<file path="src/rtl/iparam_server.sv">
// iparam_server: handshaked parameter-table server (IDLE -> RD -> RESP) with a side load port.
// Define IPARAM_SERVER_RANGE_CHECK_EN to return zero and flag err_oor for addresses >= PARAM_DEPTH.
module iparam_server #(
  parameter int PARAM_WIDTH = 26,
  parameter int PARAM_DEPTH = 16,
  parameter int CNT_WIDTH   = 8
) (
  input  logic                           clk,
  input  logic                           rst_n,
  input  logic [PARAM_WIDTH-1:0]         param_addr_iwr2,
  input  logic                           param_addr_valid_iwr2,
  output logic                           param_addr_ready_iwr2,
  output logic [PARAM_WIDTH-1:0]         param_data_iwr2,
  output logic                           param_data_valid_iwr2,
  input  logic                           param_data_ready_iwr2,
  input  logic                           ld_we,
  input  logic [$clog2(PARAM_DEPTH)-1:0] ld_addr,
  input  logic [PARAM_WIDTH-1:0]         ld_data,
  output logic [CNT_WIDTH-1:0]           req_count,
  output logic                           err_oor
);
  localparam int AW = $clog2(PARAM_DEPTH);

  typedef enum logic [1:0] {IDLE, RD, RESP} state_t;

  state_t                 r_state;
  state_t                 w_next;
  logic                   w_addr_hs;
  logic                   w_data_hs;
  logic                   r_addr_ready;
  logic                   r_data_valid;
  logic [PARAM_WIDTH-1:0] r_addr;
  logic [PARAM_WIDTH-1:0] r_data;
  logic [PARAM_WIDTH-1:0] w_rd_data;
  logic [CNT_WIDTH-1:0]   r_cnt;
  logic [AW-1:0]          w_idx;
  logic [PARAM_WIDTH-1:0] r_mem [PARAM_DEPTH];

  assign w_idx = r_addr[AW-1:0];

  // Table is deliberately not reset; a same-cycle load and RD read sees the old word.
  always_ff @(posedge clk) begin
    if (ld_we) r_mem[ld_addr] <= ld_data;
  end

`ifdef IPARAM_SERVER_RANGE_CHECK_EN
  logic w_oor;
  logic r_err;

  assign w_oor     = (r_addr >= PARAM_WIDTH'(PARAM_DEPTH));
  assign w_rd_data = w_oor ? '0 : r_mem[w_idx];
  assign err_oor   = r_err;

  always_ff @(posedge clk or negedge rst_n) begin
    if (!rst_n)                        r_err <= 1'b0;
    else if ((r_state == RD) && w_oor) r_err <= 1'b1;
  end
`else
  logic w_unused_addr_hi;

  assign w_unused_addr_hi = ^r_addr[PARAM_WIDTH-1:AW];
  assign w_rd_data        = r_mem[w_idx];
  assign err_oor          = 1'b0;
`endif

  always_comb begin
    w_next    = r_state;
    w_addr_hs = 1'b0;
    w_data_hs = 1'b0;
    case (r_state)
      IDLE: begin
        if (param_addr_valid_iwr2 && r_addr_ready) begin
          w_addr_hs = 1'b1;
          w_next    = RD;
        end
      end
      RD:   w_next = RESP;
      RESP: begin
        if (r_data_valid && param_data_ready_iwr2) begin
          w_data_hs = 1'b1;
          w_next    = IDLE;
        end
      end
      default: w_next = IDLE;
    endcase
  end

  // Handshake flags are registered from the next state so they line up with it.
  always_ff @(posedge clk or negedge rst_n) begin
    if (!rst_n) begin
      r_state      <= IDLE;
      r_addr_ready <= 1'b0;
      r_data_valid <= 1'b0;
      r_addr       <= '0;
      r_data       <= '0;
      r_cnt        <= '0;
    end else begin
      r_state      <= w_next;
      r_addr_ready <= (w_next == IDLE);
      r_data_valid <= (w_next == RESP);
      if (w_addr_hs)       r_addr <= param_addr_iwr2;
      if (r_state == RD)   r_data <= w_rd_data;
      if (w_data_hs)       r_cnt  <= r_cnt + 1'b1;
    end
  end

  assign param_addr_ready_iwr2 = r_addr_ready;
  assign param_data_valid_iwr2 = r_data_valid;
  assign param_data_iwr2       = r_data;
  assign req_count             = r_cnt;
endmodule

</file>
<file path="config.mk">
export PLATFORM = sky130hd
export DESIGN_NAME = iparam_server
export DESIGN_NICKNAME = d
export VERILOG_FILES = /design/src/rtl/iparam_server.sv
export SDC_FILE = /design/constraint.sdc
export NUM_CORES = 1
export LEC_CHECK = 0
export BUFFER_PORTS_ARGS = -buffer_cell sky130_fd_sc_hd__buf_2
export CORE_ASPECT_RATIO = 0.7
export CORE_MARGIN = 2
export CORE_UTILIZATION = 55
export DETAILED_ROUTE_END_ITERATION = 16
export PLACE_DENSITY_LB_ADDON = 0.2
export SLEW_MARGIN = 40
export SYNTH_ARGS = -nofsm -noshare
export SYNTH_HDL_FRONTEND = slang
export SYNTH_SLANG_ARGS = --single-unit
</file>
<file path="constraint.sdc">
create_clock -name clk -period 4.1 [get_ports clk]
set_clock_uncertainty 0.1 [all_clocks]
set_input_delay 0.82 -clock clk [delete_from_list [all_inputs] [get_ports clk]]
set_output_delay 0.82 -clock clk [all_outputs]
set_load 0.005 [all_outputs]
</file>
# Word level (Yosys, flattened, before mapping)
# Memories as Yosys holds them, arrays and structs flattened. A register that Yosys moved wholly into a read port is not among the register bits.
# Cells that the tools add are included.
# totals
reg_bits,16
latch_bits,0
ramBits,416
mem_bits_ro,0
out_inout_bits,37
word_cells,24
n_memories,1
# op_classes
n_addsub,1
multipliers,0
div_mod_pow,0
n_lt_le_gt_ge,0
eq_ne,3
shifts,0
n_mux,9
bitwise,0
reduce_logical,5
# memory_table
name,depth,word_bits,read_ports,rd_clocked_by_memory_dff,write_ports,line_no,rtl
r_mem,16,26,1,1,1,37,logic [PARAM_WIDTH-1:0] r_mem [PARAM_DEPTH];
# op_table
op,n
$add A8 B1 Y8 const B,1
$mux W1,6
$pmux W2 S3,1
$eq A2 B2 Y1 const B,2
$logic_not A2 Y1,2
$mux W2,2
$eq A2 B1 Y1 const B,1
$logic_and A1 B1 Y1,2
$logic_not A1 Y1,1

# Logic depth before layout (Yosys ltp)
# logic_depth
depth_word,4
ltp_mapped,7

# Worst setup path after synthesis
# No wires, ideal clock.
# synth_timing
path_kind,input to register
start,in ld_addr[2]
end,"mem r_mem[0][0], enable pin"
setup_ns,0.442
arrival_ns,3.136
required_time_ns,3.558
path_slack_ns,0.422
cell_stages,2
path_cell_list,or3b_2 > nor3_1
# synth_lines
item,line_no,rtl
from (decl),17,"input logic [$clog2(PARAM_DEPTH)-1:0] ld_addr,"
to (decl),37,
# Straight into the memory's write port.

==> metrics.cfg <==
[cts]
ctsHoldBuffers = 0
postCtsSetupBuffers = 0
cts_max_level = 2
clock-sinks = 458
ctsResizeCount = 0
cts_root_buf = clkbuf_16
clk_latency_ns = 0.56
cts_buffers = 42
cts_tree = done
clkSlewWorstSetupHoldPaths_ns = 0.06
cts_buffer_depth = 3

[drt]
vias = 9315
drt_pass1_iterations = 5
wire_per_inst_um = 24.3
drt-total-wl_um = 38200
via_per_inst = 5.93
drc = 0
ant_nets = 0
drt-initial-drc-count = 944

[power_and_ir_drop]
p_leak_uw = 0.00725
power.density_nw_per_um2 = 621
peakVddDrop_mv = 0.542

[yosys]
avgSynthCellArea_um2 = 17.4
yosys.area.top_type = edfxtp_1
syn_nets = 1080
synthCells = 1018
ys_types = 32
ys_warn_count = 0
yosysSeqAreaShare_pct = 76.6
synth.top_cell.area_share_pct = 70.7
ys.flop_type = edfxtp_1
synthTopCellsByArea = edfxtp_1 71%, mux2i_1 12%, dfrtp_1 5.9%, a22oi_1 3.3%, nand2_1 1.8%
syn-cell-area_um2 = 17700
synth_common_cells = 416 x edfxtp_1, 208 x mux2i_1, 87 x nand2_1
async_flop_share_pct = 9.17
synth-edff-count = 416
ys_ff_latch = 458
synth_most_common_cell = edfxtp_1

[timing]
fin_crit_ns = 2.38
finalHoldViolCount = 0
rsz0062_at_grt = false
post-route-period-util_pct = 58.0
relSlewSlack_pct = 42.6
setup_tns_ns = 0
slew_violations = 0
layout_setup_ws_ns = 1.72
setup_viol = 0
tightest_slew_ns = 0.862
clock.fmax_ghz = 0.420

[die]
die_w_um = 218
initial_utilization_pct = 56.3
ioPinCount = 98
core_area_um2 = 31400
die_area_um2 = 33600
die_h_um = 154
rows = 54

[critical_path]
path_cells = buf_4 -> mux2i_1 -> a22oi_1 -> nand3_1 -> nand3_1
critPathTopFamily = flip-flops
cp_max_fo = 40
crit_top_cell = nand3_1
cp.required_ns = 4.43
cp_slowest_stage_delay_ns = 0.91
endpoint_kind = flip-flop
worst-path-buf-inv = 1
slowest_stage = dfrtp_4
cp_data_arrival_time_ns = 2.71
start_kind = flip-flop
critical_path_class = reg -> reg

[layout]
area_growth_syn_to_layout_pct = 13.7
nets = 1179
drive_gt1_share_pct = 17.2
final_cell_area_um2 = 20100
final_util_pct = 64.0
antennaDiodeCount = 0
nFillCells = 2214

[min_path]
min_path_type = in -> async

[placed_design]
pre_cts_ws_ns = 1.22
port_buffers = 74
dpl.hpwl_um = 20100
placed_area_um2 = 18700
gp_congestion = 0.731

[grt]
grt_usage_pct = 23.2
overflow = 0
grt_max_degree = 58
antenna_found_initial = 0
grt_pass1_vias = 9290
grt_pass1_wl_um = 57300

[run]
maxCapViolations = 0

[status]
status = finished, final reports clean

==> report_power, final <==
part | total (uW) | switching, uW | leakage (uW) | internal [uW]
clock network | 3920 | 1630 | 0.000674 | 2290
logic | 2930 | 1720 | 0.00229 | 1210
registers | 5640 | 276 | 0.00428 | 5360
total | 12500 | 3630 | 0.00725 | 8860
==> per-layer routing <==
metal / up-vias / global-route usage (%) / share of wire, %
met5: - / 0 / 0
met4: 0 / 7.06 / 2.2
met3: 66 / 4.04 / 6.3
met2: 305 / 36.1 / 47
met1: 4775 / 33.9 / 45
li1: 4169 / - / -
==> worst reg2reg max path: cells and delay by family, from the launching register on <==
kind                   cells  cell delay, ns
flip-flops                 1            0.91
buffers and inverters      1            0.61
AND/OR/NAND/NOR            2            0.28
multiplexers               1            0.27
AO/OA/AOI/OAI              1            0.10
==> metrics by stage <==
step                      std cells  power, uW  hold WS [ns]
final                          1571      12500         0.197
after global routing           1571      13000         0.241
after CTS                      1570      12500         0.206
after detailed placement       1492       8630         0.353
after global placement         1488       8570         0.352
after floorplan                1018       7810         0.365
==> cells in the final DEF, fill, tap and decap left out, drive strengths merged, types with 4 or more instances in the layout <==
| cell type | synthesis | layout |
|---|---|---|
| xnor2 | 4 | 4 |
| a22oi | 78 | 78 |
| clkbuf | 5 | 65 |
| buf | 50 | 110 |
| nor2 | 18 | 18 |
| nand2 | 87 | 87 |
| nor3 | 5 | 5 |
| edfxtp | 416 | 416 |
| mux2 | 4 | 4 |
| clkinv | 0 | 9 |
| mux2i | 208 | 208 |
| nand3 | 53 | 53 |
| nand4 | 29 | 29 |
| dfrtp | 42 | 42 |
==> state kept, by name, summed over array words and instances, names as in the netlist <==
| signal | cells |
|---|---|
| r_mem | 416 |
| req_count | 8 |
| param_addr_ready_iwr2 | 1 |
| param_data_iwr2 | 26 |
| param_data_valid_iwr2 | 1 |
| r_state | 2 |
| r_addr | 4 |
==> worst paths after layout <==
path | cells after the start | slack, ns | from | endpoint
setup / recovery | 5 | 1.72 | r_addr[1] | param_data_iwr2[9]
hold / removal | 1 | 0.20 | rst_n | r_addr[0]
setup reg to reg | 5 | 1.72 | r_addr[1] | param_data_iwr2[9]
hold reg to reg | 1 | 0.36 | req_count[7] | req_count[7]
max in group asynchronous | 2 | 2.89 | rst_n | param_data_iwr2[12]
min in group clk | 1 | 0.36 | req_count[7] | req_count[7]
==> cell type report <==
class / instances / area, um2 / area share (%)
clock buffers: 65 / 1250 / 6.22
clock inverters: 13 / 136 / 0.678
inverters: 1 / 3.75 / 0.0187
multi-input cells: 504 / 3900 / 19.4
flip-flops and latches: 458 / 13500 / 67.4
well taps: 420 / 526 / 2.61
repair buffers: 110 / 741 / 3.68
==> logic make-up after synthesis <==
logic type	Yosys count	synth area share (%)
other	1	0.0212
AO/OA/AOI/OAI	79	3.34
XOR/XNOR	7	0.347
multiplexers	212	12.0
flip-flops	458	76.6
AND/OR/NAND/NOR	204	5.44
adder cells (fa/ha/maj)	1	0.0708
buffers and inverters	56	2.12
(Power assumes the default switching activity.)
